<file path="config.mk">
export PLATFORM = sky130hd
export DESIGN_NAME = split_eval_seq
export DESIGN_NICKNAME = d
export VERILOG_FILES = /design/src/rtl/split_eval_seq.sv
export SDC_FILE = /design/constraint.sdc
export NUM_CORES = 2
export LEC_CHECK = 0
export CORE_ASPECT_RATIO = 0.8
export CORE_MARGIN = 8
export CORE_UTILIZATION = 40
export CTS_BUF_LIST = sky130_fd_sc_hd__clkbuf_8
export CTS_CLUSTER_DIAMETER = 40
export CTS_CLUSTER_SIZE = 28
export DETAILED_ROUTE_END_ITERATION = 7
export MAX_ROUTING_LAYER = met4
export PLACE_DENSITY = 0.59
export SLEW_MARGIN = 20
export SYNTH_ARGS = -nofsm -noshare
export SYNTH_HDL_FRONTEND = slang
export SYNTH_SLANG_ARGS = --single-unit
</file>
<file path="constraint.sdc">
create_clock -name clk -period 18 [get_ports clk]
set_input_delay 2.7 -clock clk [delete_from_list [all_inputs] [get_ports clk]]
set_output_delay 2.7 -clock clk [all_outputs]
set_load 0.02 [all_outputs]
</file>
<file path="src/rtl/split_eval_seq.sv">
// split_eval_seq: sequential constraint evaluator.
// The producer streams NUM_VARS operand words into a variable file. The block
// then evaluates a run-time programmable table of NUM_CONS reduction
// constraints, one slot per cycle. It reports the AND of all enabled slots, a
// per-slot fail mask and the lowest failing slot index.
//
// Ports
//   clk, rst_n          clock, asynchronous active-low reset
//   abort               synchronous soft abort; the table is kept
//   cfg_*               constraint table write port, honoured only in IDLE
//   var_valid/ready     operand beat handshake; beat k writes variable k
//   var_data            operand word
//   busy                high in LOAD or EVAL
//   result_valid/ready  result handshake; results are held in DONE
//   result_sat          AND of the evaluated enabled constraints
//   fail_mask           bit i set when enabled slot i evaluated false
//   first_fail          lowest failing slot index, 0 if none
//
// state | meaning
// IDLE  | waiting for the first beat, table writes accepted
// LOAD  | accepting beats 1 .. NUM_VARS-1
// EVAL  | evaluating one table slot per cycle
// DONE  | result_valid high, waiting for result_ready
module split_eval_seq #(
   parameter int NUM_VARS   = 10,
   parameter int VAR_W      = 64,
   parameter int NUM_CONS   = 16,
   parameter int EARLY_EXIT = 0,
   localparam int VI_W = $clog2(NUM_VARS),
   localparam int CI_W = $clog2(NUM_CONS),
   localparam int SH_W = $clog2(VAR_W)
) (
   input  logic                clk,
   input  logic                rst_n,
   input  logic                abort,
   input  logic                cfg_we,
   input  logic [CI_W-1:0]     cfg_addr,
   input  logic                cfg_en,
   input  logic [2:0]          cfg_op,
   input  logic [VI_W-1:0]     cfg_a,
   input  logic [VI_W-1:0]     cfg_b,
   input  logic [VAR_W-1:0]    cfg_imm,
   input  logic                var_valid,
   output logic                var_ready,
   input  logic [VAR_W-1:0]    var_data,
   output logic                busy,
   output logic                result_valid,
   input  logic                result_ready,
   output logic                result_sat,
   output logic [NUM_CONS-1:0] fail_mask,
   output logic [CI_W-1:0]     first_fail
);

   typedef enum logic [1:0] {ST_IDLE, ST_LOAD, ST_EVAL, ST_DONE} state_t;

   localparam logic [VI_W-1:0] LAST_VAR = VI_W'(NUM_VARS - 1);
   localparam logic [CI_W-1:0] LAST_CON = CI_W'(NUM_CONS - 1);

   state_t                state_q, state_d;
   logic                  rdy_en_q;
   logic [VI_W-1:0]       cnt_q, cnt_d;
   logic [CI_W-1:0]       idx_q, idx_d;
   logic [VAR_W-1:0]      vars_q [NUM_VARS];
   logic [VAR_W-1:0]      vars_d [NUM_VARS];
   logic [NUM_CONS-1:0]   tbl_en_q, tbl_en_d;
   logic [2:0]            tbl_op_q  [NUM_CONS];
   logic [2:0]            tbl_op_d  [NUM_CONS];
   logic [VI_W-1:0]       tbl_a_q   [NUM_CONS];
   logic [VI_W-1:0]       tbl_a_d   [NUM_CONS];
   logic [VI_W-1:0]       tbl_b_q   [NUM_CONS];
   logic [VI_W-1:0]       tbl_b_d   [NUM_CONS];
   logic [VAR_W-1:0]      tbl_imm_q [NUM_CONS];
   logic [VAR_W-1:0]      tbl_imm_d [NUM_CONS];
   logic [NUM_CONS-1:0]   fail_mask_q, fail_mask_d;
   logic [CI_W-1:0]       first_fail_q, first_fail_d;
   logic                  result_sat_q, result_sat_d;
   logic                  result_valid_q, result_valid_d;

   logic                  cur_en, cur_true, cur_fail;
   logic [2:0]            cur_op;
   logic [VI_W-1:0]       cur_a, cur_b;
   logic [VAR_W-1:0]      cur_imm, op_a, op_b;
   logic                  beat_acc;

   // rdy_en_q keeps var_ready low until the first clock after reset release
   assign var_ready    = rdy_en_q && (state_q == ST_IDLE || state_q == ST_LOAD);
   assign busy         = (state_q == ST_LOAD) || (state_q == ST_EVAL);
   assign result_valid = result_valid_q;
   assign result_sat   = result_sat_q;
   assign fail_mask    = fail_mask_q;
   assign first_fail   = first_fail_q;
   assign beat_acc     = var_valid && var_ready;

   always_comb begin : eval_slot
      cur_en   = 1'b0;
      cur_op   = '0;
      cur_a    = '0;
      cur_b    = '0;
      cur_imm  = '0;
      op_a     = '0;
      op_b     = '0;
      cur_true = 1'b0;
      for (int i = 0; i < NUM_CONS; i++) begin
         if (idx_q == CI_W'(i)) begin
            cur_en  = tbl_en_q[i];
            cur_op  = tbl_op_q[i];
            cur_a   = tbl_a_q[i];
            cur_b   = tbl_b_q[i];
            cur_imm = tbl_imm_q[i];
         end
      end
      // indices past NUM_VARS match no entry and read as zero
      for (int i = 0; i < NUM_VARS; i++) begin
         if (cur_a == VI_W'(i)) op_a = vars_q[i];
         if (cur_b == VI_W'(i)) op_b = vars_q[i];
      end
      case (cur_op)
         3'd0:    cur_true = |(op_a & op_b);
         3'd1:    cur_true = |(op_a ^ op_b);
         3'd2:    cur_true = |(op_a ^ cur_imm);
         3'd3:    cur_true = (op_a == '0) || (op_b != '0);
         3'd4:    cur_true = |((op_a << cur_imm[SH_W-1:0]) & op_b);
         3'd5:    cur_true = |(op_a | op_b);
         3'd6:    cur_true = 1'b1;
         default: cur_true = 1'b0;
      endcase
      cur_fail = cur_en && !cur_true;
   end

   always_comb begin : next_state
      state_d        = state_q;
      cnt_d          = cnt_q;
      idx_d          = idx_q;
      vars_d         = vars_q;
      tbl_en_d       = tbl_en_q;
      tbl_op_d       = tbl_op_q;
      tbl_a_d        = tbl_a_q;
      tbl_b_d        = tbl_b_q;
      tbl_imm_d      = tbl_imm_q;
      fail_mask_d    = fail_mask_q;
      first_fail_d   = first_fail_q;
      result_sat_d   = result_sat_q;
      result_valid_d = result_valid_q;

      if (state_q == ST_IDLE && cfg_we) begin
         for (int i = 0; i < NUM_CONS; i++) begin
            if (cfg_addr == CI_W'(i)) begin
               tbl_en_d[i]  = cfg_en;
               tbl_op_d[i]  = cfg_op;
               tbl_a_d[i]   = cfg_a;
               tbl_b_d[i]   = cfg_b;
               tbl_imm_d[i] = cfg_imm;
            end
         end
      end

      if (abort) begin
         // any beat presented together with abort is dropped
         state_d        = ST_IDLE;
         cnt_d          = '0;
         idx_d          = '0;
         result_valid_d = 1'b0;
      end else begin
         case (state_q)
            ST_IDLE, ST_LOAD: begin
               if (beat_acc) begin
                  for (int i = 0; i < NUM_VARS; i++) begin
                     if (cnt_q == VI_W'(i)) vars_d[i] = var_data;
                  end
                  if (cnt_q == LAST_VAR) begin
                     state_d      = ST_EVAL;
                     cnt_d        = '0;
                     idx_d        = '0;
                     fail_mask_d  = '0;
                     first_fail_d = '0;
                     result_sat_d = 1'b0;
                  end else begin
                     state_d = ST_LOAD;
                     cnt_d   = cnt_q + 1'b1;
                  end
               end
            end
            ST_EVAL: begin
               if (cur_fail) begin
                  for (int i = 0; i < NUM_CONS; i++) begin
                     if (idx_q == CI_W'(i)) fail_mask_d[i] = 1'b1;
                  end
                  // slots run in ascending order, so the first failure is the lowest
                  if (fail_mask_q == '0) first_fail_d = idx_q;
               end
               if (idx_q == LAST_CON || (EARLY_EXIT != 0 && cur_fail)) begin
                  state_d        = ST_DONE;
                  idx_d          = '0;
                  result_valid_d = 1'b1;
                  result_sat_d   = (fail_mask_d == '0);
               end else begin
                  idx_d = idx_q + 1'b1;
               end
            end
            ST_DONE: begin
               if (result_ready) begin
                  state_d        = ST_IDLE;
                  result_valid_d = 1'b0;
               end
            end
            default: state_d = ST_IDLE;
         endcase
      end
   end

   always_ff @(posedge clk or negedge rst_n) begin
      if (!rst_n) begin
         state_q        <= ST_IDLE;
         rdy_en_q       <= 1'b0;
         cnt_q          <= '0;
         idx_q          <= '0;
         vars_q         <= '{default: '0};
         tbl_en_q       <= '0;
         tbl_op_q       <= '{default: '0};
         tbl_a_q        <= '{default: '0};
         tbl_b_q        <= '{default: '0};
         tbl_imm_q      <= '{default: '0};
         fail_mask_q    <= '0;
         first_fail_q   <= '0;
         result_sat_q   <= 1'b0;
         result_valid_q <= 1'b0;
      end else begin
         state_q        <= state_d;
         rdy_en_q       <= 1'b1;
         cnt_q          <= cnt_d;
         idx_q          <= idx_d;
         vars_q         <= vars_d;
         tbl_en_q       <= tbl_en_d;
         tbl_op_q       <= tbl_op_d;
         tbl_a_q        <= tbl_a_d;
         tbl_b_q        <= tbl_b_d;
         tbl_imm_q      <= tbl_imm_d;
         fail_mask_q    <= fail_mask_d;
         first_fail_q   <= first_fail_d;
         result_sat_q   <= result_sat_d;
         result_valid_q <= result_valid_d;
      end
   end

endmodule

</file>
Word-level counts from Yosys, hierarchy flattened:

Cells that the tools add are included.

* $add $sub $neg: 2
* eq/ne operators: 75
* shift-type cells: 1
* mux-type cells: 149
* bitwise gates (word level): 6
* reductions and logical operators: 63

Operators with widths (count)
* 2-to-1 mux 64 bit: 36
* OR reduction 64 bit: 5
* 2-to-1 mux 4 bit: 42
* AND 64 bit: 2
* XOR 64 bit: 2
* == test 4 bit (second input constant): 22
* == test 4 x 3 -> 1 bit (second input constant): 20
* 2-to-1 mux 16 bit: 5
* zero test 64 bit: 1
* OR 64 bit: 1
* nonzero test 64 bit: 1
* << shifter 64 x 6 -> 64 bit: 1
* 2-to-1 mux 3 bit: 16
* AND reduction 4 bit: 11
* == test 4 x 2 -> 1 bit (second input constant): 10
* 2-to-1 mux 1 bit: 38
* AND reduction 2 bit: 17
* zero test 16 bit: 2
* one-hot mux 16 bit (2 select lines): 1
* == test 4 x 1 -> 1 bit (second input constant): 5
* zero test 4 bit: 5
* one-hot mux 4 bit (2 select lines): 2
* 2-to-1 mux 2 bit: 5
* == test 3 bit (second input constant): 3
* other kinds (24): 43

* register bits: 1889
* input bits: 150
* output and inout bits: 24
* word-level logic and storage cells: 394

Longest topological paths before layout:

* depth in word-level cells: 40
* gate-level depth with buffers: 32
* gate-level depth less buffers: 24

Least setup slack after synthesis:

OpenSTA, ideal clock, no wires.

* path type: register -> register
* start: register idx_q[0]
* end: register first_fail_q[0] (netlist: first_fail[0])
* setup time: 126 ps
* arrival time: 6123 ps
* required time: 17874 ps
* path slack: 11751 ps
* cell stages (with the launch flop): 29
* path buffers: 8
* clock period less this slack: 6249 ps
* path through: dfrtp_1 -> inv_1 -> ha_1 -> buf_2 -> buf_2 -> buf_2 -> a211oi_1 -> o2bb2ai_1 -> a211oi_1 -> o31a_1 -> clkbuf_1 -> buf_2 -> buf_1 -> clkbuf_1 -> clkbuf_1 -> a21oi_1 -> o31ai_1 -> inv_1 -> ha_1 -> nor4_1 -> nand4_1 -> nor4_1 -> nand2_1 -> o211ai_1 -> o2111ai_1 -> a21oi_1 -> o211ai_4 -> o211a_1 -> a221o_1

* cells in the longest elaborated chain, start to end: 36
* elaborated cells between the ends (all ways): 165
* classes of those cells: 40 x eq/ne; 1 x shift; 104 x mux; 5 x bitwise; 15 x reduce/logical

Ends and longest elaborated chain
* start, declared: line 62 `logic [CI_W-1:0] idx_q, idx_d;`
* start signal, assigned: line 231 `idx_q <= idx_d;`
* zero test 4 bit: line 104 `if (idx_q == CI_W'(i)) begin`
* 2-to-1 mux 4 bit (16 in series): line 104
* zero test 4 bit: line 114 `if (cur_a == VI_W'(i)) op_a = vars_q[i];`
* 2-to-1 mux 64 bit (10 in series): line 114
* << shifter 64 x 6 -> 64 bit: line 122 `3'd4: cur_true = |((op_a << cur_imm[SH_W-1:0]) & op_b);`
* AND 64 bit: line 122
* OR reduction 64 bit: line 122
* one-hot mux 1 bit (7 select lines): line 117 `case (cur_op)`
* zero test 1 bit: line 127 `cur_fail = cur_en && !cur_true;`
* logical AND 1 bit: line 127
* != test 2 bit (no line)
* AND reduction 6 bit (no line)
* end signal, assigned: line 239 `first_fail_q <= first_fail_d;`
* end, declared: line 75 `logic [CI_W-1:0] first_fail_q, first_fail_d;`

Parallel ways exist; a longest one is shown, timed or not. The select of a mux whose other input is x is not followed.
A chain may end at the register's enable or synchronous reset.

Final worst setup path:

* start: register idx_q[1]
* end: register fail_mask_q[2] (netlist: fail_mask[2])

* cells in the longest elaborated chain, start to end: 38
* elaborated cells between the ends (all ways): 165
* classes of those cells: 39 x eq/ne; 1 x shift; 106 x mux; 5 x bitwise; 14 x reduce/logical

Ends and longest elaborated chain
* zero test 4 bit: line 104
* 2-to-1 mux 4 bit (16 in series): line 104
* zero test 4 bit: line 114
* 2-to-1 mux 64 bit (10 in series): line 114
* << shifter 64 x 6 -> 64 bit: line 122
* AND 64 bit: line 122
* OR reduction 64 bit: line 122
* one-hot mux 1 bit (7 select lines): line 117
* zero test 1 bit: line 127
* logical AND 1 bit: line 127
* 2-to-1 mux 16 bit *: line 184 `if (cur_fail) begin`
* 2-to-1 mux 16 bit *: line 164 `case (state_q)`
* 2-to-1 mux 16 bit *: line 157 `if (abort) begin`
* one-hot mux 16 bit (2 select lines) *: line 164
* end signal, assigned: line 238 `fail_mask_q <= fail_mask_d;`
* end, declared: line 74 `logic [NUM_CONS-1:0] fail_mask_q, fail_mask_d;`

Every way passes the cells marked *; elsewhere a longest branch is shown, timed or not. The select of a mux whose other input is x is not followed.

==> results.md <==
* Clock buffer depth at 4
* R2R Path End: fail_mask[2]
* Final Max Slew Viols at 0
* Slew Limit Headroom at around 1.9%
* Num CTS Buffers at 283
* Sequential Power Share at between 30% and 40%
* Routed length per instance at around 44 um
* Crit end category: register
* Post-synth ARST share at 100.0%
* Die X at between 500 and 600 um
* Leak at a little over 50 nW
* Post-cts resize count at 0
* Yosys top cell area share at 44.93%
* Total Routing Usage GR at 42.79%
* DRC at 2
* CTS Hold Buffers Added at 0
* Worst r2r src: idx_q[1]
* Most frequent CP cell: buf_4
* Hold-critical path endpoint: tbl_imm_q[171]
* Setup violators final at 0
* Met3 WL post-DR at about 86000 um
* Max-Cap Viols at 0
* Worst-Skew Late Latency at approximately 1000 ps
* Top cell type by total area after synthesis: dfrtp_1
* Placed Cells incl. Taps at ~13000
* Initial antenna violation count at ~110
* Count of unique library cells instantiated by Yosys at approximately 120
* GP Congestion at roughly 1.1
* Critical path class: reg -> reg
* NetSw at around 7.5 mW
* Final core utilization at between 40% and 50%
* Largest net degree at the start of global routing at 179
* H-tree level count at 5
* Starting Density at 40.21%
* Placed inst area at ~0.11 mm2
* TritonCTS clock tree: built
* Cell Area, Synth at ~0.11 mm2
* WP data arrival at 13180 ps
* Highest metal used: met4
* Status: complete, but fails checks
* Worst hold path depth at 1
* Vias in the first global route at slightly above 90000
* Worst Path Max Fanout at between 100 and 150
* Hold/Removal Path Class: reg -> reg
* Initial drt markers at between 15000 and 20000
* Ratio of cells with drive above 1 in the final layout at 31.72%
* Clock power frac at approximately 25%
* Area grow syn2layout at 13.59%
* Port Buffers at ~170
* Worst Setup Start Kind: register
* Tcrit/Tclk final at between 60 and 70%
* Met2 wire length at between 200000 and 250000 um
* Worst path slowest cell: a211oi_2
* First-pass DRT Iterations at 8
* Cells after Synth at just under 10000
* Unrepaired setup endpoints after global routing: false
* Fin crit period at ~12000 ps
* Io pins at roughly 170
* Congestion Overflow GR at 0
* Int Power at approximately 9 mW
* Root buf cell: clkbuf_8
* Power share of the combinational group at between 40% and 50%
* Core box area at 0.2617 mm2
* Die Span Y at around 470 um
* Flop2flop setup slack at between 5000 and 6000 ps
* Synth area leaders: dfrtp_1, mux2_2, o21ai_0, clkbuf_1, nand2_1
* Max incr delay on CP at about 860 ps
* Syn_area_per_cell at about 11 um2
* HP Start: tbl_imm_q[171]
* Pwr Density at 137.9 mW/mm2
* Register area share after synthesis at ~45%
* Fin cells at 13720
* Fmax at just over 0.08 GHz
* Predominant post-synthesis flop cell: dfrtp_1
* VDD IR max at between 0.00009 and 0.0001 V
* Final Skew at just under 90 ps
* Failing checks: DRC
* Cell area after layout at ~0.12 mm2
* Post-synth EDFFs at 0
* Switch share at a little under half
* FF-to-FF path depth at 27
* Dpl hpwl at ~420000 um
* Clock slew at reported path FFs at approximately 80 ps
* Global-route wire length before repair at 813200 um
* Crit path buf inv count at 8
* CTS sink cnt at roughly 1900
* Nets at between 10000 and 15000
* Routed WL at around 600000 um
* Met1 WL at about 260000 um
* Top cell family by delay on the critical path: compound AO/OA/AOI/OAI gates
* Via count at around 98000
* Syn nets at roughly 10000
* # rows at 168
* Actual slew at the worst max-slew pin at between 1000 and 1500 ps
* Vias/cell at ~7.1
* Die area at 0.2798 mm2
* Yosys reg bits at ~1900
* Postcts setup bufs at 0
* Yosys warns at 0
* Post-DRT Antenna Nets at 0
* Sum Neg Setup Slack at 0 ps
* Final Hold Viols at 0
* WP data required at around 19000 ps
==> how the worst max path moves through the flow <==
stage	slack, ps	from	cells past startpoint	end
5_1_grt	5960	idx_q[1]	27	fail_mask[0]
2_1_floorplan	11750	idx_q[0]	28	first_fail[0]
6_report	5770	idx_q[1]	27	fail_mask[2]
3_5_place_dp	6600	idx_q[1]	27	fail_mask[2]
4_1_cts	6610	idx_q[1]	27	fail_mask[2]
3_3_place_gp	6090	idx_q[1]	25	fail_mask[2]
==> layer usage <==
metal | vias to the layer above | GRT usage (%)
li1 | 37790 | -
met1 | 50840 | 59.85
met2 | 7624 | 55.00
met3 | 1609 | 17.51
met4 | 0 | 14.70
met5 | - | -
==> worst reg2reg max path: stages (launching register included) <==
cell and delay (ps):
dfrtp_1 470, inv_1 150, ha_4 480, buf_4 540
buf_4 660, nand3_4 480, o22ai_1 450, a2bb2oi_2 250
a211oi_4 550, buf_4 460, buf_12 500, o21ai_2 280
buf_4 310, o221a_2 340, nor4_1 660, nor2_1 140
buf_4 240, inv_1 140, mux4_2 630, a221oi_1 280
o31ai_1 380, o2111ai_1 330, a211oi_2 860, nand4_1 520
nor4_1 730, o211ai_4 400, nor3_4 740, a32o_1 270
==> area by class of cell <==
cell class	instances	area (um2)
fillers	24270	142200
multi-input cells	6888	54650
diodes	103	257.7
clock inverters	202	2252
well taps	3485	4360
flip-flops and latches	1889	47270
inverters	175	656.9
repair buffers	673	5837
clock buffers	307	4225
==> synthesized netlist by cell type (109+ instances only) <==
| master | number |
|---|---|
| nor2_1 | 478 |
| a21oi_1 | 411 |
| dfrtp_1 | 1889 |
| inv_1 | 172 |
| nor4_1 | 145 |
| buf_1 | 171 |
| o22ai_1 | 170 |
| a221oi_1 | 194 |
| a22oi_1 | 205 |
| ha_1 | 137 |
| nand2_1 | 561 |
| o21ai_0 | 514 |
| nand3_1 | 241 |
| a211oi_1 | 223 |
| mux2_2 | 1908 |
| buf_2 | 137 |
| clkbuf_1 | 580 |
| o211ai_1 | 109 |
| nor3_1 | 196 |
==> flip-flops by register name, summed over array words and instances, names as in the netlist <==
register,cells
cnt_q,4
fail_mask,16
first_fail,4
idx_q,4
rdy_en_q,1
result_sat,1
result_valid,1
state_q,2
tbl_a_q,64
tbl_b_q,64
tbl_en_q,16
tbl_imm_q,1024
tbl_op_q,48
vars_q,640
==> stage by stage <==
step	hold slack (ps)	setup WS [ps]	power, mW
global route	513.2	5964	16.68
finish	500.7	5768	16.48
floorplan	470.1	11750	8.356
global placement	480.4	6089	11.88
CTS	503.0	6609	16.03
detailed placement	489.6	6602	11.91
==> logic make-up (layout without fill, tap and decap cells) <==
group           count (synthesis)  in the layout  synth area share, %
compound gates               2708           2708                18.24
xor+xnor                       58             58               0.4828
fa+ha+maj                     137            137                1.629
buf+inv                      1110           1357                4.332
flops                        1889           1889                44.93
mux                          1998           1998                21.41
other cells                     1            104             0.003564
simple gates                 1986           1986                8.984
==> power groups by stage <==
stage,registers [mW],clock network [mW],logic [mW]
6_report,5.49,4.13,6.86
3_5_place_dp,5.54,0,6.37
2_1_floorplan,5.39,0,2.96
3_3_place_gp,5.49,0,6.39
5_1_grt,5.56,4.35,6.76
4_1_cts,5.46,4.18,6.40
==> cells in the final DEF (no fill, tap or decap), types with 77 or more instances in the layout <==
master           count
mux2_2            1908
dfrtp_1           1887
nand2_1            550
o21ai_0            502
buf_4              472
nor2_1             412
a21oi_1            401
clkbuf_8           307
nand3_1            233
a211oi_1           217
a22oi_1            202
a221oi_1           188
inv_1              187
nor3_1             182
clkdlybuf4s50_1    169
o22ai_1            159
nor4_1             135
ha_1               133
o211ai_1           109
nand4_1            105
diode_2            103
a222oi_1            86
mux2i_1             79
o221ai_1            77
No activity file was read; power rests on OpenSTA's default activity.
